$ cat src/rtl/wisc_pkg.sv
// WISC-SP13 encodings, ALU op/set-condition codes and the ALU control bundle shared by the
// ID/EX control stage and its decoder.
package wisc_pkg;

  localparam int DATA_W = 16;
  localparam int OP_W   = 4;

  // Major opcodes, instr[15:11]
  localparam logic [4:0] OPC_HALT  = 5'b00000;
  localparam logic [4:0] OPC_NOP   = 5'b00001;
  localparam logic [4:0] OPC_J     = 5'b00100;
  localparam logic [4:0] OPC_JR    = 5'b00101;
  localparam logic [4:0] OPC_JAL   = 5'b00110;
  localparam logic [4:0] OPC_JALR  = 5'b00111;
  localparam logic [4:0] OPC_ADDI  = 5'b01000;
  localparam logic [4:0] OPC_SUBI  = 5'b01001;
  localparam logic [4:0] OPC_XORI  = 5'b01010;
  localparam logic [4:0] OPC_ANDNI = 5'b01011;
  localparam logic [4:0] OPC_BEQZ  = 5'b01100;
  localparam logic [4:0] OPC_BNEZ  = 5'b01101;
  localparam logic [4:0] OPC_BLTZ  = 5'b01110;
  localparam logic [4:0] OPC_BGEZ  = 5'b01111;
  localparam logic [4:0] OPC_ST    = 5'b10000;
  localparam logic [4:0] OPC_LD    = 5'b10001;
  localparam logic [4:0] OPC_SLBI  = 5'b10010;
  localparam logic [4:0] OPC_STU   = 5'b10011;
  localparam logic [4:0] OPC_ROLI  = 5'b10100;
  localparam logic [4:0] OPC_SLLI  = 5'b10101;
  localparam logic [4:0] OPC_RORI  = 5'b10110;
  localparam logic [4:0] OPC_SRLI  = 5'b10111;
  localparam logic [4:0] OPC_LBI   = 5'b11000;
  localparam logic [4:0] OPC_BTR   = 5'b11001;
  localparam logic [4:0] OPC_RSHF  = 5'b11010;
  localparam logic [4:0] OPC_RARI  = 5'b11011;
  localparam logic [4:0] OPC_SEQ   = 5'b11100;
  localparam logic [4:0] OPC_SLT   = 5'b11101;
  localparam logic [4:0] OPC_SLE   = 5'b11110;
  localparam logic [4:0] OPC_SCO   = 5'b11111;

  localparam logic [OP_W-1:0] ALU_ADD  = 4'b0000;
  localparam logic [OP_W-1:0] ALU_XOR  = 4'b0010;
  localparam logic [OP_W-1:0] ALU_AND  = 4'b0011;
  localparam logic [OP_W-1:0] ALU_SLBI = 4'b1000;
  localparam logic [OP_W-1:0] ALU_BTR  = 4'b1001;
  localparam logic [1:0]      ALU_SHIFT_HI = 2'b01;

  localparam logic [1:0] SC_EQ = 2'b00;
  localparam logic [1:0] SC_LT = 2'b01;
  localparam logic [1:0] SC_LE = 2'b10;
  localparam logic [1:0] SC_CO = 2'b11;

  typedef struct packed {
    logic [OP_W-1:0]   op;
    logic              inv_a;
    logic              inv_b;
    logic              cin;
    logic              bsel_imm;
    logic [DATA_W-1:0] imm_ext;
    logic [1:0]        set_cond;
    logic              set_en;
  } alu_ctrl_t;

  typedef enum logic [0:0] {
    ST_RUN    = 1'b0,
    ST_HALTED = 1'b1
  } stage_state_e;

  function automatic logic [DATA_W-1:0] sext5(input logic [4:0] v);
    return {{(DATA_W-5){v[4]}}, v};
  endfunction

  function automatic logic [DATA_W-1:0] sext8(input logic [7:0] v);
    return {{(DATA_W-8){v[7]}}, v};
  endfunction

endpackage

$ cat src/rtl/alu_ctrl_stage_if.sv
// Instruction-in / ALU-control-out bus of the ID/EX control stage.
interface alu_ctrl_stage_if #(
  parameter int WIDTH = 16,
  parameter int OPW   = 4
);
  logic [15:0]      instr;
  logic             valid_in;
  logic             stall;
  logic             flush;
  logic [OPW-1:0]   alu_op;
  logic             inv_a;
  logic             inv_b;
  logic             alu_cin;
  logic             bsel_imm;
  logic [WIDTH-1:0] imm_ext;
  logic [1:0]       set_cond;
  logic             set_en;
  logic             valid_out;
  logic             halted;
  logic             err;

  modport master (
    output instr, valid_in, stall, flush,
    input  alu_op, inv_a, inv_b, alu_cin, bsel_imm, imm_ext, set_cond, set_en,
           valid_out, halted, err
  );

  modport slave (
    input  instr, valid_in, stall, flush,
    output alu_op, inv_a, inv_b, alu_cin, bsel_imm, imm_ext, set_cond, set_en,
           valid_out, halted, err
  );
endinterface

$ cat src/rtl/alu_ctrl_dec.sv
// Combinational WISC-SP13 instruction -> ALU control bundle decoder.
// siic/rti (00010/00011) are not supported here and report as illegal.
module alu_ctrl_dec
  import wisc_pkg::*;
(
  input  logic [15:0] instr_i,
  output alu_ctrl_t   ctrl_o,
  output logic        halt_o,
  output logic        illegal_o
);

  logic [4:0] opc;
  logic [1:0] func;
  logic       unused_bits;

  assign opc         = instr_i[15:11];
  assign func        = instr_i[1:0];
  assign unused_bits = ^instr_i[10:8];

  always_comb begin
    ctrl_o    = '0;
    halt_o    = 1'b0;
    illegal_o = 1'b0;
    case (opc)
      OPC_HALT: halt_o = 1'b1;
      OPC_NOP, OPC_J, OPC_JR, OPC_JAL, OPC_JALR,
      OPC_BEQZ, OPC_BNEZ, OPC_BLTZ, OPC_BGEZ: begin
      end
      OPC_ADDI, OPC_ST, OPC_LD, OPC_STU: begin
        ctrl_o.bsel_imm = 1'b1;
        ctrl_o.imm_ext  = sext5(instr_i[4:0]);
      end
      OPC_SUBI: begin
        ctrl_o.inv_a    = 1'b1;
        ctrl_o.cin      = 1'b1;
        ctrl_o.bsel_imm = 1'b1;
        ctrl_o.imm_ext  = sext5(instr_i[4:0]);
      end
      OPC_XORI: begin
        ctrl_o.op       = ALU_XOR;
        ctrl_o.bsel_imm = 1'b1;
        ctrl_o.imm_ext  = {{(DATA_W-5){1'b0}}, instr_i[4:0]};
      end
      OPC_ANDNI: begin
        ctrl_o.op       = ALU_AND;
        ctrl_o.inv_b    = 1'b1;
        ctrl_o.bsel_imm = 1'b1;
        ctrl_o.imm_ext  = {{(DATA_W-5){1'b0}}, instr_i[4:0]};
      end
      OPC_ROLI, OPC_SLLI, OPC_RORI, OPC_SRLI: begin
        ctrl_o.op       = {ALU_SHIFT_HI, opc[1:0]};
        ctrl_o.bsel_imm = 1'b1;
        ctrl_o.imm_ext  = {{(DATA_W-4){1'b0}}, instr_i[3:0]};
      end
      OPC_RARI: begin
        case (func)
          2'b00: ctrl_o.op = ALU_ADD;
          2'b01: begin
            ctrl_o.inv_a = 1'b1;
            ctrl_o.cin   = 1'b1;
          end
          2'b10: ctrl_o.op = ALU_XOR;
          default: begin
            ctrl_o.op    = ALU_AND;
            ctrl_o.inv_b = 1'b1;
          end
        endcase
      end
      OPC_RSHF: ctrl_o.op = {ALU_SHIFT_HI, func};
      OPC_SEQ, OPC_SLT, OPC_SLE: begin
        ctrl_o.inv_b    = 1'b1;
        ctrl_o.cin      = 1'b1;
        ctrl_o.set_en   = 1'b1;
        ctrl_o.set_cond = (opc == OPC_SEQ) ? SC_EQ : (opc == OPC_SLT) ? SC_LT : SC_LE;
      end
      OPC_SCO: begin
        ctrl_o.set_en   = 1'b1;
        ctrl_o.set_cond = SC_CO;
      end
      OPC_BTR: ctrl_o.op = ALU_BTR;
      // LBI: A is forced to 0 downstream, so plain ADD of the immediate
      OPC_LBI: begin
        ctrl_o.bsel_imm = 1'b1;
        ctrl_o.imm_ext  = sext8(instr_i[7:0]);
      end
      OPC_SLBI: begin
        ctrl_o.op       = ALU_SLBI;
        ctrl_o.bsel_imm = 1'b1;
        ctrl_o.imm_ext  = {{(DATA_W-8){1'b0}}, instr_i[7:0]};
      end
      default: illegal_o = 1'b1;
    endcase
  end

endmodule

$ cat src/rtl/alu_ctrl_stage.sv
// ID/EX ALU control register: decode, stall/flush handling and sticky HALT.
// Optional sticky illegal-opcode flag on err when ALU_CTRL_ERR_EN is defined.
module alu_ctrl_stage
  import wisc_pkg::*;
#(
  parameter int WIDTH = 16,
  parameter int OPW   = 4
) (
  input  logic             clk,
  input  logic             rst,
  alu_ctrl_stage_if.slave  bus
);

`ifdef ALU_CTRL_ERR_EN
  localparam bit ErrEn = 1'b1;
`else
  localparam bit ErrEn = 1'b0;
`endif

  alu_ctrl_t    dec_ctrl;
  logic         dec_halt;
  logic         dec_illegal;

  alu_ctrl_t    ctrl_d, ctrl_q;
  logic         valid_d, valid_q;
  logic         halt_load, err_load;
  logic         live, kill;
  stage_state_e state_q;
  logic         err_q;

  alu_ctrl_dec u_dec (
    .instr_i   (bus.instr),
    .ctrl_o    (dec_ctrl),
    .halt_o    (dec_halt),
    .illegal_o (dec_illegal)
  );

  always_comb begin
    live      = bus.valid_in && (state_q == ST_RUN);
    kill      = ErrEn && dec_illegal;
    valid_d   = live && !kill;
    ctrl_d    = valid_d ? dec_ctrl : '0;
    halt_load = valid_d && dec_halt;
    err_load  = live && kill;
  end

  // Priority: rst > flush > stall > load; the FSM only advances on a real load
  always_ff @(posedge clk or posedge rst) begin
    if (rst) begin
      ctrl_q  <= '0;
      valid_q <= 1'b0;
      state_q <= ST_RUN;
      err_q   <= 1'b0;
    end else if (bus.flush) begin
      ctrl_q  <= '0;
      valid_q <= 1'b0;
    end else if (!bus.stall) begin
      ctrl_q  <= ctrl_d;
      valid_q <= valid_d;
      case (state_q)
        ST_RUN:    if (halt_load) state_q <= ST_HALTED;
        ST_HALTED: state_q <= ST_HALTED;
        default:   state_q <= ST_RUN;
      endcase
      if (err_load) err_q <= 1'b1;
    end
  end

  assign bus.alu_op    = OPW'(ctrl_q.op);
  assign bus.inv_a     = ctrl_q.inv_a;
  assign bus.inv_b     = ctrl_q.inv_b;
  assign bus.alu_cin   = ctrl_q.cin;
  assign bus.bsel_imm  = ctrl_q.bsel_imm;
  assign bus.imm_ext   = WIDTH'(ctrl_q.imm_ext);
  assign bus.set_cond  = ctrl_q.set_cond;
  assign bus.set_en    = ctrl_q.set_en;
  assign bus.valid_out = valid_q;
  assign bus.halted    = (state_q == ST_HALTED);
  assign bus.err       = err_q;

endmodule

$ cat src/flat_wrapper.sv
// flat-port wrapper written by rule: the top's interface ports become plain ports
module alu_ctrl_stage_flat import wisc_pkg::*;
#(
  parameter int WIDTH = 16,
  parameter int OPW   = 4
)
  (clk, rst, bus_instr, bus_valid_in, bus_stall, bus_flush, bus_alu_op, bus_inv_a, bus_inv_b, bus_alu_cin, bus_bsel_imm, bus_imm_ext, bus_set_cond, bus_set_en, bus_valid_out, bus_halted, bus_err);
  alu_ctrl_stage_if #(.WIDTH(WIDTH), .OPW(OPW)) bus_i ();
  input  logic clk;
  input  logic rst;
  input wire logic [$bits(bus_i.instr)-1:0] bus_instr;
  input wire logic [$bits(bus_i.valid_in)-1:0] bus_valid_in;
  input wire logic [$bits(bus_i.stall)-1:0] bus_stall;
  input wire logic [$bits(bus_i.flush)-1:0] bus_flush;
  output wire logic [$bits(bus_i.alu_op)-1:0] bus_alu_op;
  output wire logic [$bits(bus_i.inv_a)-1:0] bus_inv_a;
  output wire logic [$bits(bus_i.inv_b)-1:0] bus_inv_b;
  output wire logic [$bits(bus_i.alu_cin)-1:0] bus_alu_cin;
  output wire logic [$bits(bus_i.bsel_imm)-1:0] bus_bsel_imm;
  output wire logic [$bits(bus_i.imm_ext)-1:0] bus_imm_ext;
  output wire logic [$bits(bus_i.set_cond)-1:0] bus_set_cond;
  output wire logic [$bits(bus_i.set_en)-1:0] bus_set_en;
  output wire logic [$bits(bus_i.valid_out)-1:0] bus_valid_out;
  output wire logic [$bits(bus_i.halted)-1:0] bus_halted;
  output wire logic [$bits(bus_i.err)-1:0] bus_err;
  assign bus_i.instr = bus_instr;
  assign bus_i.valid_in = bus_valid_in;
  assign bus_i.stall = bus_stall;
  assign bus_i.flush = bus_flush;
  assign bus_alu_op = bus_i.alu_op;
  assign bus_inv_a = bus_i.inv_a;
  assign bus_inv_b = bus_i.inv_b;
  assign bus_alu_cin = bus_i.alu_cin;
  assign bus_bsel_imm = bus_i.bsel_imm;
  assign bus_imm_ext = bus_i.imm_ext;
  assign bus_set_cond = bus_i.set_cond;
  assign bus_set_en = bus_i.set_en;
  assign bus_valid_out = bus_i.valid_out;
  assign bus_halted = bus_i.halted;
  assign bus_err = bus_i.err;
  alu_ctrl_stage #(.WIDTH(WIDTH), .OPW(OPW)) u_core (.clk(clk), .rst(rst), .bus(bus_i));
endmodule
$ cat config.mk
export PLATFORM = sky130hd
export DESIGN_NAME = alu_ctrl_stage_flat
export DESIGN_NICKNAME = d
export VERILOG_FILES = /design/src/rtl/wisc_pkg.sv /design/src/rtl/alu_ctrl_stage_if.sv /design/src/rtl/alu_ctrl_dec.sv /design/src/rtl/alu_ctrl_stage.sv /design/src/flat_wrapper.sv
export SDC_FILE = /design/constraint.sdc
export NUM_CORES = 1
export LEC_CHECK = 0
export CAP_MARGIN = 20
export CORE_ASPECT_RATIO = 1.5
export CORE_MARGIN = 2
export CORE_UTILIZATION = 38
export CTS_CLUSTER_SIZE = 12
export DETAILED_ROUTE_END_ITERATION = 7
export GPL_ROUTABILITY_DRIVEN = 0
export PLACE_DENSITY_LB_ADDON = 0.08
export SLEW_MARGIN = 30
export SYNTH_ARGS = -nofsm -noshare
export SYNTH_HDL_FRONTEND = slang
export SYNTH_SLANG_ARGS = --single-unit
export TNS_END_PERCENT = 5
$ cat constraint.sdc
create_clock -name clk -period 1.62 [get_ports clk]
set_clock_uncertainty 0.2 [all_clocks]
set_input_delay 0.486 -clock clk [delete_from_list [all_inputs] [get_ports clk]]
set_output_delay 0.486 -clock clk [all_outputs]
set_load 0.02 [all_outputs]
# Yosys cells after proc, flatten, opt, wreduce, memory -nomap -nowiden
# Index checks and enable logic that the tools add are counted.
# classes
n_eq_ne,23
bitwise_logic,3
muxes,19
reduce_logical,13
# op_table
cell,count
$pmux 17 s5,1
$mux 27,3
$eq 5x5->1 const B,16
$pmux 4 s7,1
$eq 5x4->1 const B,4
$reduce_or 4->1,3
$pmux 1 s2,4
$mux 1,6
$pmux 3 s2,1
$reduce_or 3->1,2
$logic_not 5->1,1
$reduce_or 5->1,1
$mux 2,2
$pmux 2 s2,1
$reduce_or 2->1,2
$not 1->1,3
$eq 2x1->1 const B,1
$eq 2x2->1 const B,1
$logic_and 1x1->1,2
$logic_not 2->1,1
$ne 2x1->1 const B,1
$reduce_and 2->1,1
# totals
output_inout_bits,30
ff_bits,29
wordCells,68

# Depth between registers and ports, before layout
# depth
ltp_word,7
ltp_mapped,5
depth_no_buf,4

# Hierarchy
# From an unflattened synthesis, not the netlist that was laid out.
# hier_totals
cells_unflattened,205
hier_area_um2,1858.0
# modules_own_cells
module,n_inst,area_per_inst_um2,cells_each
alu_ctrl_stage,1,1405.1,133
alu_ctrl_dec,1,452.9,72

# Worst setup path after synthesis
# No wires, ideal clock.
# synth_timing
path_type,reg2reg
startpoint,reg u_core.state_q (netlist: u_core.bus.halted)
endpoint,reg u_core.ctrl_q (netlist bit u_core.bus.alu_cin)
synth_period_minus_slack_ps,1734
required_ps,1348
setup_slack_ps,-114
stages_incl_launch_ff,4
path_buffers,0
arrival_ps,1462
setup_ps,72
cell_sequence,dfrtp_1 > or4b_4 > or3_1 > nand3_1
# synth_between
elab_chain_len,5
# synth_rtl
element,line,source
start: declaration,alu_ctrl_stage.sv:28,stage_state_e state_q;
start signal: assignment,alu_ctrl_stage.sv:52,state_q <= ST_RUN;
start signal: assignment,alu_ctrl_stage.sv:61,ST_RUN: if (halt_load) state_q <= ST_HALTED;
start signal: assignment,alu_ctrl_stage.sv:62,ST_HALTED: state_q <= ST_HALTED;
$not 1->1,alu_ctrl_stage.sv:39,live = bus.valid_in && (state_q == ST_RUN);
$logic_and 1x1->1,alu_ctrl_stage.sv:39,
$mux 27,alu_ctrl_stage.sv:42,ctrl_d = valid_d ? dec_ctrl : '0;
$mux 27,alu_ctrl_stage.sv:57,end else if (!bus.stall) begin
$mux 27,alu_ctrl_stage.sv:54,end else if (bus.flush) begin
end signal: assignment,alu_ctrl_stage.sv:58,ctrl_q <= ctrl_d;
end: declaration,alu_ctrl_stage.sv:24,"alu_ctrl_t ctrl_d, ctrl_q;"
# Every way passes these cells. The select of a mux whose other input is x is not followed.
# A chain may end at the register's enable or synchronous reset.

# Worst setup path after layout
# layout_timing
startpoint,in bus_flush
endpoint,reg u_core.ctrl_q (netlist bit u_core.bus.imm_ext[3])
# layout_between
elab_chain_len,1
# layout_rtl
element,line,source
start: declaration,flat_wrapper.sv:14,input wire logic [$bits(bus_i.flush)-1:0] bus_flush;
$ne 2x1->1 (no line) or $mux 27 (tied branches),-,
# Several ways; a longest one is shown, not always the timed one.

==> results.cfg <==
[sta]
hold_ws_ns = 0.290
finalCriticalPeriod_ns = 1.69
rsz0062_at_grt = yes
max_freq_mhz = 592
setup_tns_ns = -0.523
setup_viol = 14
post-route-period-util_pct = 104
slew_viol_final = 0
setup_slack_ns = -0.0699
final_hold_viol_count = 0

[pwr]
pwr-share-clk_pct = 37.0
powerDensity_nw_per_um2 = 702
cellLeakagePower_uw = 0.00102
pwr-share-comb_pct = 21.2
switchingPower_uw = 323
p_int_uw = 1040
seqPwrFrac_pct = 41.8
switching_share_pct = 23.7
vdd_drop_max_v = 0.000457

[cells_and_area]
antennaDiodeCount = 0
stdcell_area_sq_um = 1940
instances_no_fill = 242
synthToLayoutAreaGrowth_pct = 59.5
drive_gt1_share_pct = 47.0
nFillCells = 271
multi_input_area_sq_um = 594
ff_latch_area_sq_um = 553
num-nets-final = 224
final_common_cell = buf_4
layout_common_cells = buf_4, buf_2, dfrtp_1

[clock_network]
cts-root-buf = clkbuf_8
clk_path_buf_depth = 2
clock-sinks = 22
insertion_delay_ns = 0.26
cts_made_buffers = 3
cts_hold_buf = 0
cts.clk_slew.worst_paths_ns = 0.08
htree_levels = 1
cts_tree = yes

[die]
fp.dieW_um = 50.2
start_util_pct = 39.4
fp.coreArea_sq_um = 3100
rows = 25
die_h_um = 73.4
die_area_sq_um = 3690
boundaryPins = 51

[logic_synthesis]
syn_area_per_cell_sq_um = 9.67
ys.flop_type = dfrtp_1
syn_inst = 126
ys_warn_count = 0
ys_ff_latch = 22
syn-num-nets = 147
synth_edf_count = 0
synth_area_leaders = dfrtp_1, buf_4, nand2_1
netlist.area_leader.share_pct = 45.2
yosysUniqueCellTypes = 38
syn_area_sq_um = 1220
synth_area_leader_cell = dfrtp_1
ys_seq_area_share_pct = 45.2
synthArstFlopShare_pct = 100

[worst_setup_path]
critical_path.max_fanout = 4
cp_cell_sequence = clkdlybuf4s15_1, or4b_4, nor2_4, and2_4, a22o_1
crit_family = simple AND/OR/NAND/NOR gates
startpoint_type = input pin
critPathArrivalTime_ns = 1.69
worst-endpoint-required_ns = 1.62
path_class = in2reg
worst_path_max_delay_cell = or4b_4
cp_num_buf_inv = 1
max_stage_delay_ns = 0.58
end_kind = flop

[grt]
grt_pass1_wl_mm = 5.63
grt_overflow_total = 0
antenna_found_initial = 0
grt_pass1_vias = 1281
grt_max_degree = 23
grt_usage_pct = 19.8

[worst_hold_path]
hold_path.class = reg2reg

[detailed_routing]
drc = 0
drt-wirelength-per-cell_um = 13.7
routed_via_density = 5.01
wirelength_mm = 3.32
via_count = 1213
first_pass_iters = 4
first_iter_violations = 18
postRouteAntennaNets = 0

[place]
numPortBuffers = 46
dp.cells = 235
hpwlAfterDp_mm = 2.48
dpl_cell_area_sq_um = 1940

[run]
cap_violations = 0

[outcome]
status = finished with violations
violations = negative setup slack
per-stage QoR:
step	utilization [%]	power (uW)	worst slack, ns
after floorplan	-	709	-0.0901
after global placement	62.5	865	-0.624
final	62.8	1370	-0.0699
after CTS	65.7	1390	-0.0950
after global routing	62.8	1430	-0.109
after detailed placement	62.5	870	-0.603
registers in the layout (all words and copies together), names as in the netlist:
name                  flops
u_core.bus.alu_cin        1
u_core.bus.alu_op         4
u_core.bus.bsel_imm       1
u_core.bus.halted         1
u_core.bus.imm_ext        9
u_core.bus.inv_a          1
u_core.bus.inv_b          1
u_core.bus.set_cond       2
u_core.bus.set_en         1
u_core.bus.valid_out      1
cell families after synthesis:
group                  share of synthesized area, %
buffers and inverters                          10.5
AO/OA/AOI/OAI                                  21.5
multiplexers                                  0.821
other                                         0.308
flip-flops                                     45.2
XOR/XNOR                                      0.719
AND/OR/NAND/NOR                                21.0
path summary, 6_finish.rpt:
path                                 startpoint                     end  slack (ns)  cells past startpoint
setup reg to reg              u_core.bus.halted   u_core.bus.imm_ext[3]       -0.05                      4
min in group asynchronous                   rst   u_core.bus.imm_ext[2]        0.35                      3
max in group asynchronous                   rst  u_core.bus.imm_ext[14]        0.72                      3
hold / removal             u_core.bus.alu_op[2]    u_core.bus.alu_op[2]        0.29                      2
hold reg to reg            u_core.bus.alu_op[2]    u_core.bus.alu_op[2]        0.29                      2
setup / recovery                      bus_flush   u_core.bus.imm_ext[3]       -0.07                      5
routing by layer:
metal,vias up,routed length (um),track usage [%]
li1,597,-,-
met3,4,149,2.85
met5,-,0,0
met4,0,39,8.33
met1,577,1290,21.5
met2,35,1840,37.4
area by class of cell:
class / instances / share of cell area [%]
flip-flops and latches: 22 / 28.4
well taps: 40 / 2.57
clock inverters: 1 / 1.54
repair buffers: 87 / 34.2
multi-input cells: 86 / 30.6
clock buffers: 3 / 2.12
inverters: 3 / 0.579
power by group through the flow:
stage | sequential (uW) | clock, uW | combinational [uW]
floorplan | 596 | 0 | 113
global placement | 580 | 0 | 285
detailed placement | 581 | 0 | 288
CTS | 571 | 528 | 291
global route | 573 | 544 | 315
finish | 571 | 505 | 289
worst reg2reg max path: cells and delay by family, from the launching register on:
| kind | cells | cell delay (ns) |
|---|---|---|
| simple gates | 3 | 0.86 |
| flops | 1 | 0.43 |
| compound gates | 1 | 0.12 |
cells in the mapped netlist (2+ instances only):
cell / n
nand3_1: 4
nor2b_1: 6
buf_6: 3
o22ai_1: 4
and2b_1: 2
a22o_1: 5
dfrtp_1: 22
a22oi_1: 3
nor2_1: 5
clkbuf_1: 2
a21oi_1: 2
buf_4: 10
a32o_1: 5
nor4_1: 2
o21ai_0: 6
nand2_1: 20
inv_1: 3
and2_1: 2
timing repair:
item	CTS	global route
setup endpoints to repair	50	35
gates cloned	1	0
pin swaps	6	5
setup buffers	2	0
resized for setup	117	27
Power figures use the tool's default switching activity.
